==> src/rtl/led_scan_pkg.sv <==
// Shared types and sizes for the 8x8 LED matrix scanner.
package led_scan_pkg;

    localparam int N_COLS  = 8;
    localparam int N_ROWS  = 8;
    localparam int N_CELLS = 64;

    typedef enum logic {S_BLANK, S_DRIVE} scan_state_t;

    typedef logic [N_CELLS-1:0] frame_t;

endpackage

==> src/rtl/led_matrix_scanner_decoder3_8.sv <==
// 3-to-8 one-hot decoder with enable; all outputs low when disabled.
module decoder3_8
    import led_scan_pkg::*;
(
    input  logic [2:0]        sel,
    input  logic              en,
    output logic [N_COLS-1:0] dec
);

    generate
        for (genvar gi = 0; gi < N_COLS; gi++) begin : g_dec
            assign dec[gi] = en && (sel == 3'(gi));
        end
    endgenerate

endmodule

==> src/rtl/led_matrix_scanner.sv <==
// Double-buffered column-multiplexed driver for the 8x8 Life display.
// Optional brightness PWM on the row drive is enabled with LED_SCAN_PWM_EN.
module led_matrix_scanner
    import led_scan_pkg::*;
#(
    parameter int DWELL_CYCLES = 1500,
    parameter int BLANK_CYCLES = 16
) (
    input  logic               clk,
    input  logic               rst,
    input  logic [N_CELLS-1:0] frame_in,
    input  logic               frame_valid,
`ifdef LED_SCAN_PWM_EN
    input  logic [2:0]         brightness,
`endif
    output logic               frame_ready,
    output logic               frame_start,
    output logic [N_ROWS-1:0]  rows_out,
    output logic [N_COLS-1:0]  columns_out
);

    localparam int CNT_MAX = (DWELL_CYCLES > BLANK_CYCLES) ?
                             ((DWELL_CYCLES > 2) ? DWELL_CYCLES : 2) :
                             ((BLANK_CYCLES > 2) ? BLANK_CYCLES : 2);
    localparam int CNT_W = $clog2(CNT_MAX);
    localparam logic [CNT_W-1:0] DWELL_LAST = CNT_W'(DWELL_CYCLES - 1);
    localparam logic [CNT_W-1:0] BLANK_LAST = CNT_W'((BLANK_CYCLES > 0) ? BLANK_CYCLES - 1 : 0);
    localparam scan_state_t INIT_STATE = (BLANK_CYCLES == 0) ? S_DRIVE : S_BLANK;

    scan_state_t       state_reg, state_next;
    logic [CNT_W-1:0]  cnt_reg, cnt_next;
    logic [2:0]        col_reg, col_next;
    logic              armed_reg;
    logic              boundary;

    frame_t            display_reg, display_next;
    frame_t            pending_reg;
    logic              pending_full_reg, pending_full_next;
    logic              transfer;
    logic              swap;

    logic [N_ROWS-1:0] rows_reg, rows_next;
    logic [N_COLS-1:0] columns_reg, columns_next;
    logic              start_reg;
    logic              drive_next;
    logic              on_time;
    logic [N_ROWS-1:0] col_rows [N_COLS];
    logic [N_ROWS-1:0] row_data;

    // The first cycle after reset release is a frame boundary that does not
    // advance the scan, so blank/drive timing starts cleanly from column 0.
    always_comb begin
        state_next = state_reg;
        cnt_next   = cnt_reg;
        col_next   = col_reg;
        boundary   = 1'b0;
        if (!armed_reg) begin
            boundary = 1'b1;
        end else begin
            case (state_reg)
                S_BLANK: begin
                    if (cnt_reg == BLANK_LAST) begin
                        state_next = S_DRIVE;
                        cnt_next   = '0;
                    end else begin
                        cnt_next = cnt_reg + CNT_W'(1);
                    end
                end
                S_DRIVE: begin
                    if (cnt_reg == DWELL_LAST) begin
                        cnt_next   = '0;
                        col_next   = col_reg + 3'd1;
                        state_next = INIT_STATE;
                        boundary   = (col_reg == 3'd7);
                    end else begin
                        cnt_next = cnt_reg + CNT_W'(1);
                    end
                end
                default: state_next = INIT_STATE;
            endcase
        end
    end

    // A transfer and a swap can never coincide: a swap needs pending_full,
    // which holds frame_ready low.
    always_comb begin
        transfer          = frame_valid && !pending_full_reg;
        swap              = boundary && pending_full_reg;
        display_next      = swap ? pending_reg : display_reg;
        pending_full_next = pending_full_reg;
        if (transfer) begin
            pending_full_next = 1'b1;
        end else if (swap) begin
            pending_full_next = 1'b0;
        end
    end

    generate
        for (genvar gi = 0; gi < N_COLS; gi++) begin : g_col_rows
            assign col_rows[gi] = display_next[gi*N_ROWS +: N_ROWS];
        end
    endgenerate

    assign row_data   = col_rows[col_next];
    assign drive_next = (state_next == S_DRIVE);

`ifdef LED_SCAN_PWM_EN
    logic [2:0]  bright_reg, bright_next;
    logic [31:0] pwm_limit;

    always_comb begin
        bright_next = boundary ? brightness : bright_reg;
        pwm_limit   = (({29'd0, bright_next} + 32'd1) * 32'(DWELL_CYCLES)) >> 3;
        on_time     = (32'(cnt_next) < pwm_limit);
    end

    always_ff @(posedge clk or posedge rst) begin
        if (rst) begin
            bright_reg <= 3'd7;
        end else begin
            bright_reg <= bright_next;
        end
    end
`else
    assign on_time = 1'b1;
`endif

    decoder3_8 u_col_dec (
        .sel (col_next),
        .en  (drive_next),
        .dec (columns_next)
    );

    assign rows_next = (drive_next && on_time) ? ~row_data : {N_ROWS{1'b1}};

    always_ff @(posedge clk or posedge rst) begin
        if (rst) begin
            state_reg        <= INIT_STATE;
            cnt_reg          <= '0;
            col_reg          <= '0;
            armed_reg        <= 1'b0;
            display_reg      <= '0;
            pending_reg      <= '0;
            pending_full_reg <= 1'b0;
            rows_reg         <= {N_ROWS{1'b1}};
            columns_reg      <= '0;
            start_reg        <= 1'b0;
        end else begin
            state_reg        <= state_next;
            cnt_reg          <= cnt_next;
            col_reg          <= col_next;
            armed_reg        <= 1'b1;
            display_reg      <= display_next;
            pending_full_reg <= pending_full_next;
            rows_reg         <= rows_next;
            columns_reg      <= columns_next;
            start_reg        <= boundary;
            if (transfer) begin
                pending_reg <= frame_in;
            end
        end
    end

    assign frame_ready = ~pending_full_reg;
    assign frame_start = start_reg;
    assign rows_out    = rows_reg;
    assign columns_out = columns_reg;

endmodule

==> config.mk <==
export PLATFORM = sky130hd
export DESIGN_NAME = led_matrix_scanner
export DESIGN_NICKNAME = d
export VERILOG_FILES = /design/src/rtl/led_scan_pkg.sv /design/src/rtl/led_matrix_scanner_decoder3_8.sv /design/src/rtl/led_matrix_scanner.sv
export SDC_FILE = /design/constraint.sdc
export NUM_CORES = 1
export LEC_CHECK = 0
export CAP_MARGIN = 10
export CORE_AREA = 2 2 106 184
export CTS_CLUSTER_DIAMETER = 150
export DETAILED_ROUTE_END_ITERATION = 8
export DIE_AREA = 0 0 108 186
export PLACE_DENSITY = 0.62
export SYNTH_ARGS = -nofsm -noshare
export SYNTH_HDL_FRONTEND = slang
export SYNTH_SLANG_ARGS = --single-unit
==> constraint.sdc <==
create_clock -name clk -period 4.9 [get_ports clk]
set_input_delay 0.49 -clock clk [delete_from_list [all_inputs] [get_ports clk]]
set_output_delay 0.49 -clock clk [all_outputs]
set_load 0.01 [all_outputs]
==> results.toml <==
[cts]
cts.sinks = 162
clk_pin_slew_ps = 60
post-cts-setup-buffers = 0
holdBufCountCts = 0
cts.htree.levels = 4
insertion_delay_ps = 420
clock_path_buffers = 2
cts_root_buf = "clkbuf_16"
cts_resized = 0
tritoncts = "built"
cts_buffers = 17

[global_routing]
grt_pass1_wl_um = 23700
grt_usage_pct = 15.9
antenna_found_initial = 0
grt_max_degree = 109
grt-ovfl-total = 0
grt_pass1_vias = 4378

[sta]
fin_ws_ps = 1520
worstMarginPinSlew_ps = 1160
drv_slew = 0
rsz0062_at_grt = "false"
whs_ps = 496
finalHoldViolations = 0
period_needed_ps = 3380
fmax_mhz = 295
max-slew-margin-rel_pct = 22.8
fin_skew_ps = 11.3
setup-tns-final_ps = 0
post-route-period-util_pct = 69.1
setup_violations = 0

[route]
dr.first_iter.drc_count = 178
via_count = 4075
avgViaCountPerCell = 5.00
routed_wirelength_um = 14800
ant_nets = 0
detail_route.first_pass.iterations = 4
drc_errors = 0
post_drt_wl_per_cell_um = 18.2

[yosys]
ys_seq_elements = 162
syn_avg_cell_area_um2 = 14.1
synthArstFlopShare_pct = 100
synth.yosys.seq_area_share_pct = 60.1
synth_fa_ha_area_share_pct = 0.555
syn_nets = 549
yosys.area_share.xor_xnor_pct = 1.18
synth-simple-area-share_pct = 6.03
synth_cells = 479
synth-compound-area-share_pct = 4.42
synth_cell_types = 51
synth_mux_area_share_pct = 25.4
post-synth-top-area-cell = "dfrtp_1"
synth_most_common_cell = "dfrtp_1"
yosysTopAreaCellShare_pct = 57.0
syn_area_mm2 = 0.00676
synth-edff-count = 0
yosys-top-cells-count = "dfrtp_1 (154), mux2_2 (124), nor2_1 (33)"
yosys-top-cells-area = "dfrtp_1 (57%), mux2_2 (21%), dfstp_2 (3.1%)"
ys_warn_count = 0
ys.flop_type = "dfrtp_1"
synth_top_family_by_area = "multiplexers"

[worst_hold_path]
min-delay-start = "display_reg[22]"
min_path_type = "reg2reg"
min_path_cells = 1

[layout]
final_cells = 815
syn_to_final_growth_pct = 25.0
design_area_mm2 = 0.00845
insertedDiodeCount = 0
num-nets-final = 635
post-route-util_pct = 45.5
drive_above_1_share_pct = 31.4
nFillCells = 1681

[outcome]
status = "complete, no violations"

[power]
ir_drop_mv = 0.217
power_leakage_nw = 3.45
finalPower_mw = 4.23
powerDensity_mw_per_mm2 = 500

[placed_design]
port-buffer-count = 84
post-dp-hpwl_um = 10500
dp_slack_ps = 1530
dpl.cell_count = 784
placed_area_mm2 = 0.00782
gp_congestion = 0.807

[worst_setup_path]
cp-end-kind = "flip-flop"
reg2regPathDepth = 9
r2r_start = "col_reg[0]"
critical_path_class = "reg2reg"
crit_path_max_fanout = 52
critPathLaunchType = "flip-flop"
startpoint = "col_reg[0]"
worstPathRequired_ps = 5240
cp.arrival_ps = 3730

[floorplanning]
core_area_mm2 = 0.0186
initial_utilization_pct = 36.4
die_height_um = 186
fp-row-count = 66
die-area_mm2 = 0.0201
die_width_um = 108
ios = 85

[run]
cap_viol_max_count = 0
## kinds of logic (layout without fill, tap and decap cells)
logic type / count (synthesis) / count (layout)
AOI/OAI and AO/OA: 43 / 43
xor gates and xnor gates: 7 / 7
adders and majority gates: 3 / 3
buffers and inverters: 29 / 127
DFF: 162 / 162
muxes: 150 / 150
other: 1 / 1
and+or+nand+nor: 84 / 84
## worst paths after layout
| kind | to | slack [ps] |
|---|---|---|
| hold / removal | display_reg[22] | 500 |
| min in group asynchronous | pending_reg[55] | 640 |
| hold reg to reg | display_reg[22] | 500 |
| setup reg to reg | rows_out[3] | 1520 |
| max in group asynchronous | rows_out[3] | 3250 |
| setup / recovery | rows_out[3] | 1520 |
## placed cells by master, fill, tap and decap left out, types with 5 or more instances in the layout
master and instances:
o22ai_1 17, mux2i_1 18, nand2_1 20, xor2_1 5, nor3_1 5, dfrtp_1 154, a21oi_1 6, clkbuf_16 17
dfstp_2 8, mux2_4 5, inv_1 6, clkdlybuf4s50_1 84, mux2_2 124, nor2_1 33, nand4_1 6
## per-layer routing
layer / wire (um) / GRT usage, %
met2: 8130 / 28.7
met1: 5700 / 17.5
met5: 0 / 0
met4: 449 / 6.97
met3: 566 / 3.82
## final cells by class
type / count / area (um^2) / area share [%]
sequential: 162 / 4060 / 48.1
timing repair buffer: 88 / 871 / 10.3
tap: 238 / 298 / 3.52
clock inverter: 8 / 151 / 1.79
clock buffer: 23 / 478 / 5.65
multi-input combinational: 288 / 2560 / 30.2
inverter: 8 / 35.0 / 0.414
## worst max-delay path, stage by stage, from the launching register on
cell	delay [ps]
dfrtp_1	620
ha_1	230
ha_1	150
and2_1	120
a41o_2	980
buf_4	380
mux2_2	370
mux2i_1	150
o22ai_1	120
nor2_1	150
## where the power goes
| group | switching (mW) | total, mW | internal [mW] | leakage (nW) |
|---|---|---|---|---|
| clock network | 0.522 | 1.41 | 0.893 | 0.307 |
| registers | 0.200 | 1.96 | 1.75 | 1.92 |
| logic | 0.370 | 0.856 | 0.487 | 1.22 |
| total | 1.09 | 4.23 | 3.13 | 3.45 |
Power figures use the tool's default switching activity.
